[config.mk]
export PLATFORM = sky130hd
export DESIGN_NAME = spi_cfg_seq
export DESIGN_NICKNAME = d
export VERILOG_FILES = /design/src/rtl/spi_cfg_pkg.sv /design/src/rtl/spi_cfg_seq.sv
export SDC_FILE = /design/constraint.sdc
export NUM_CORES = 1
export LEC_CHECK = 0
export CAP_MARGIN = 30
export CORE_UTILIZATION = 47
export DETAILED_ROUTE_END_ITERATION = 6
export HOLD_SLACK_MARGIN = 0.1
export PLACE_DENSITY = 0.76
export SETUP_SLACK_MARGIN = 0.15
export SYNTH_ARGS = -nofsm -noshare
export SYNTH_HDL_FRONTEND = slang
export SYNTH_SLANG_ARGS = --single-unit
[constraint.sdc]
create_clock -name clk -period 1.6 [get_ports clk]
set_input_delay 0.24 -clock clk [delete_from_list [all_inputs] [get_ports clk]]
set_output_delay 0.24 -clock clk [all_outputs]
set_load 0.03 [all_outputs]
[src/rtl/spi_cfg_pkg.sv]
// Shared definitions for the SPI configuration sequencer.
//   A_TX_*      : host-side register bus addresses of the SPI master
//   A_T_*_WAIT  : slave register indices for the traffic-light timers
//   CMD_WRITE   : command byte that selects a register write on the slave
//   state_e     : sequencer state encoding
package spi_cfg_pkg;

  localparam logic [7:0] A_TX_START = 8'h00;
  localparam logic [7:0] A_TX_CMD   = 8'h01;
  localparam logic [7:0] A_TX_ADDR  = 8'h02;
  localparam logic [7:0] A_TX_DATA  = 8'h03;

  localparam logic [1:0] A_T_R_WAIT = 2'h0;
  localparam logic [1:0] A_T_G_WAIT = 2'h1;

  localparam logic [7:0] CMD_WRITE  = 8'h01;

  typedef enum logic [2:0] {
    StBootChk,
    StIdle,
    StCmd,
    StAddr,
    StData,
    StStartHi,
    StStartLo,
    StGap
  } state_e;

endpackage

[src/rtl/spi_cfg_seq.sv]
// Configuration sequencer for the SPI master's host register bus.
// After reset it optionally writes the two boot timer values, then serves single-register
// write requests. Each write is the fixed bus sequence CMD, ADDR, DATA, START high for
// START_HOLD cycles, START low for one cycle, then XFER_WAIT idle cycles for the frame.
//
// Ports:
//   clk, n_rst          : sequencer clock (master clock) and async active-low reset
//   req_valid/req_ready : write request handshake
//   req_addr, req_data  : target register index and value, latched on acceptance
//   m_addr, m_wen,
//   m_data              : master host-side register bus
//   busy                : boot or user sequence in progress
//   done                : one-cycle pulse on the last idle cycle of a user write
//   boot_done           : sticky, boot writes finished (or boot disabled)
module spi_cfg_seq
  import spi_cfg_pkg::*;
#(
  parameter int unsigned START_HOLD  = 2,
  parameter int unsigned XFER_WAIT   = 32,
  parameter bit          BOOT_EN     = 1'b1,
  parameter logic [2:0]  BOOT_R_WAIT = 3'h2,
  parameter logic [2:0]  BOOT_G_WAIT = 3'h5
) (
  input  logic       clk,
  input  logic       n_rst,
  input  logic       req_valid,
  output logic       req_ready,
  input  logic [1:0] req_addr,
  input  logic [2:0] req_data,
  output logic [7:0] m_addr,
  output logic       m_wen,
  output logic [7:0] m_data,
  output logic       busy,
  output logic       done,
  output logic       boot_done
);

  localparam int unsigned MaxCnt = (START_HOLD > XFER_WAIT) ? START_HOLD : XFER_WAIT;
  localparam int unsigned CntW   = $clog2(MaxCnt + 1);

  localparam logic [CntW-1:0] HoldLoad = CntW'(START_HOLD - 1);
  localparam logic [CntW-1:0] GapLoad  = CntW'(XFER_WAIT - 1);
  localparam logic [CntW-1:0] CntOne   = CntW'(1);

  state_e          state_q;
  logic [CntW-1:0] cnt_q;       // shared by START_HI and GAP
  logic            boot_idx_q;  // 0: t_r_wait boot write, 1: t_g_wait boot write
  logic            in_boot_q;   // current sequence is a boot write (no done pulse)
  logic [1:0]      addr_q;
  logic [2:0]      data_q;
  logic            last_gap;

  // High on the edge that enters the final GAP cycle, so done/boot_done line up with it.
  always_comb begin
    last_gap = 1'b0;
    if (state_q == StStartLo) begin
      last_gap = (XFER_WAIT == 1);
    end else if (state_q == StGap) begin
      last_gap = (cnt_q == CntOne);
    end
  end

  always_ff @(posedge clk or negedge n_rst) begin
    if (!n_rst) begin
      state_q    <= StBootChk;
      cnt_q      <= '0;
      boot_idx_q <= 1'b0;
      in_boot_q  <= 1'b0;
      addr_q     <= '0;
      data_q     <= '0;
      m_addr     <= A_TX_CMD;
      m_wen      <= 1'b0;
      m_data     <= 8'h00;
      req_ready  <= 1'b0;
      busy       <= 1'b0;
      done       <= 1'b0;
      boot_done  <= 1'b0;
    end else begin
      done <= 1'b0;

      unique case (state_q)
        StBootChk: begin
          if (BOOT_EN) begin
            in_boot_q  <= 1'b1;
            boot_idx_q <= 1'b0;
            addr_q     <= A_T_R_WAIT;
            data_q     <= BOOT_R_WAIT;
            state_q    <= StCmd;
            m_addr     <= A_TX_CMD;
            m_wen      <= 1'b1;
            m_data     <= CMD_WRITE;
            busy       <= 1'b1;
          end else begin
            state_q   <= StIdle;
            boot_done <= 1'b1;
            req_ready <= 1'b1;
          end
        end

        StIdle: begin
          if (req_valid && req_ready) begin
            in_boot_q <= 1'b0;
            addr_q    <= req_addr;
            data_q    <= req_data;
            state_q   <= StCmd;
            m_addr    <= A_TX_CMD;
            m_wen     <= 1'b1;
            m_data    <= CMD_WRITE;
            busy      <= 1'b1;
            req_ready <= 1'b0;
          end
        end

        StCmd: begin
          state_q <= StAddr;
          m_addr  <= A_TX_ADDR;
          m_data  <= {6'h00, addr_q};
        end

        StAddr: begin
          state_q <= StData;
          m_addr  <= A_TX_DATA;
          m_data  <= {5'h00, data_q};
        end

        StData: begin
          state_q <= StStartHi;
          m_addr  <= A_TX_START;
          m_data  <= 8'h01;
          cnt_q   <= HoldLoad;
        end

        StStartHi: begin
          if (cnt_q == '0) begin
            state_q <= StStartLo;
            m_data  <= 8'h00;
          end else begin
            cnt_q <= cnt_q - CntOne;
          end
        end

        StStartLo: begin
          state_q <= StGap;
          m_wen   <= 1'b0;
          m_addr  <= A_TX_CMD;
          m_data  <= 8'h00;
          cnt_q   <= GapLoad;
        end

        StGap: begin
          if (cnt_q == '0) begin
            if (in_boot_q && !boot_idx_q) begin
              // Second boot write follows the first with no idle cycle in between.
              boot_idx_q <= 1'b1;
              addr_q     <= A_T_G_WAIT;
              data_q     <= BOOT_G_WAIT;
              state_q    <= StCmd;
              m_addr     <= A_TX_CMD;
              m_wen      <= 1'b1;
              m_data     <= CMD_WRITE;
            end else begin
              in_boot_q <= 1'b0;
              state_q   <= StIdle;
              busy      <= 1'b0;
              req_ready <= 1'b1;
            end
          end else begin
            cnt_q <= cnt_q - CntOne;
          end
        end
      endcase

      if (last_gap) begin
        if (in_boot_q) begin
          if (boot_idx_q) begin
            boot_done <= 1'b1;
          end
        end else begin
          done <= 1'b1;
        end
      end
    end
  end

endmodule
==> flow_metrics.tcl <==
set metrics [dict create \
    run_status "finished, violations left" \
    violations "negative setup slack" \
    synthArstFlopShare_pct 100 \
    drv_cap 0 \
    synth_top_area_share_pct 39.5 \
    synth_edf_count 0 \
    clk_pin_slew_worst_paths_ns 0.15 \
    crit_type "flop to flop" \
    wire_per_inst_um 15.9 \
    dp_slack_ns -0.0980 \
    clock_path_buffers 2 \
    cts_tree "yes" \
    dr_total_vias 1553 \
    grt_pass1_wl_mm 6.64 \
    gp_congestion 0.810 \
    ios 29 \
    n_antenna_cell 0 \
    antenna_found_initial 0 \
    ys_seq_elements 26 \
    nets 243 \
    start_kind "flop" \
    die_w_um 60.0 \
    period_minus_slack_ns 1.63 \
    drtIter0Drc 56 \
    powerDensity_nw_per_um2 467 \
    cts_hold_buf 0 \
    die_area_um2 3600 \
    rows 20 \
    port-buffer-count 17 \
    drc 0 \
    vdd_drop_max_mv 0.365 \
    drive_above_1_share_pct 36.0 \
    htree_levels 1 \
    required_ns 1.84 \
    syn_inst 177 \
    end_kind "flop" \
    yosysWarningCount 0 \
    first_pass_iters 4 \
    whs_ns 0.254 \
    dieHeight_um 60.0 \
    core_region_area_um2 3130 \
    antenna_left 0 \
    syn_to_final_growth_pct 39.4 \
    setup_ws_ns -0.0306 \
    path_max_fanout 7 \
    root_buffer "clkbuf_4" \
    final_cell_mix "36 x buf_4, 21 x dfrtp_1, 15 x nand3_1, 15 x nand2_1, 11 x conb_1" \
    grt_pass1_vias 1500 \
    track_usage_pct 24.7 \
    p_leak_nw 1.03 \
    dp_hpwl_mm 2.65 \
    yosysSeqAreaShare_pct 41.2 \
    skew_ns 0.00937 \
    ys.flop_type "dfrtp_1" \
    max_freq_mhz 613 \
    fin_crit_sh_pct 102 \
    cts_buffers 3 \
    clk_latency_ns 0.33 \
    vias_per_cell 5.71 \
    grt_overflow_total 0 \
    finalSetupViolations 2 \
    initial_utilization_pct 50.6 \
    critical_path_arrival_ns 1.87 \
    grt_max_degree 27 \
    rsz0062_at_grt "yes" \
    drt_wl_total_mm 4.32 \
    synth_top_cell_by_area "dfrtp_1" \
    final_common_cell "buf_4" \
    maxSlewViolCount 0 \
    synthTopCellsByArea "dfrtp_1 40%, buf_4 5.2%, ha_1 4.7%" \
    clock_sinks 26 \
    synth_cell_type_count 49 \
    avgSynthCellArea_um2 8.94 \
    hold_path.class "input port to async pin" \
    syn-cell-area_um2 1580 \
    hold_viol 0 \
]
[kinds of logic after synthesis]
group	share of synthesized area, %
xor gates and xnor gates	0.553
adders and majority gates	4.74
DFF	41.2
other	0.237
and+or+nand+nor	20.4
buffers and inverters	9.88
AOI/OAI and AO/OA	20.3
muxes	2.69
[sequential cells by signal, summed over array words and instances (netlist names)]
register,cells
req_ready,1
busy,1
m_wen,1
addr_q,2
data_q,3
m_addr,2
m_data,3
cnt_q,6
done,1
in_boot_q,1
state_q,3
boot_done,1
boot_idx_q,1
[area by class of cell]
cell class,count,area (um^2)
Multi-Input combinational cell,133,961
Fill cell,242,922
Sequential cell,26,657
Timing Repair Buffer,58,480
Tap cell,44,55.1
Clock buffer,4,26.3
Inverter,7,26.3
[path summary, 6_finish.rpt]
path	from	endpoint	slack (ns)	depth (start not counted)
worst max-delay path	cnt_q[3]	m_addr[1]	-0.03	4
worst min-delay path	n_rst	cnt_q[5]	0.25	2
worst max register to register	cnt_q[3]	m_addr[1]	-0.03	4
worst min register to register	boot_done	boot_done	0.49	1
max in group asynchronous	n_rst	m_addr[0]	1.05	2
min in group clk	req_addr[1]	addr_q[1]	0.46	3
[metal layers]
layer	part of all wire, %	track usage, %	vias up	wire length (um)
met5	0	0	-	0
met3	5.3	2.16	17	229
met1	39	30.4	760	1690
met4	3.2	10.3	0	139
li1	-	-	710	-
met2	52	44.0	66	2260
[worst max-delay path, stage by stage, from the launching register on]
cell and delay [ns]:
dfrtp_1 0.45, nor4_4 0.36, and2_4 0.29, a31oi_4 0.10
mux2_4 0.32
[through the flow]
| stage | util (%) | setup TNS (ns) | total power [mW] | cells | instance area [um^2] |
|---|---|---|---|---|---|
| after floorplan | - | 0 | 0.727 | 187 | 1640 |
| after global placement | 62.8 | -0.0475 | 0.740 | 258 | 1960 |
| after detailed placement | 62.8 | -0.133 | 0.741 | 258 | 1960 |
| after CTS | 67.7 | -0.00119 | 1.03 | 270 | 2120 |
| after global routing | 70.5 | -0.741 | 1.05 | 272 | 2210 |
| final | 70.5 | -0.0341 | 1.03 | 272 | 2210 |
[power by group]
part | switching (mW) | internal (mW) | leakage (nW) | total [mW]
Combinational | 0.0520 | 0.0190 | 0.725 | 0.0710
Sequential | 0 | 0.657 | 0.292 | 0.657
Clock | 0.204 | 0.0980 | 0.0150 | 0.302
[synth_stat cells, drive strengths merged, types with 2 or more instances]
library cell  number
a21o               2
a21oi              8
a22oi              3
a31oi              3
and3               2
buf               15
clkbuf             6
dfrtp             25
ha                 6
inv                7
mux2               2
mux2i              2
nand2             19
nand2b             4
nand3             15
nor2              10
nor3               2
o21ai             15
o22ai              5
o41ai              2
or4                2
[timing repair]
action / 4_1_cts / 5_1_grt
pin swaps: 19 / 10
resized for setup: 31 / 22
setup buffers: 8 / 2
endpoints found under the setup margin: 27 / 26
gates cloned: 0 / 0
Power figures use the tool's default switching activity.
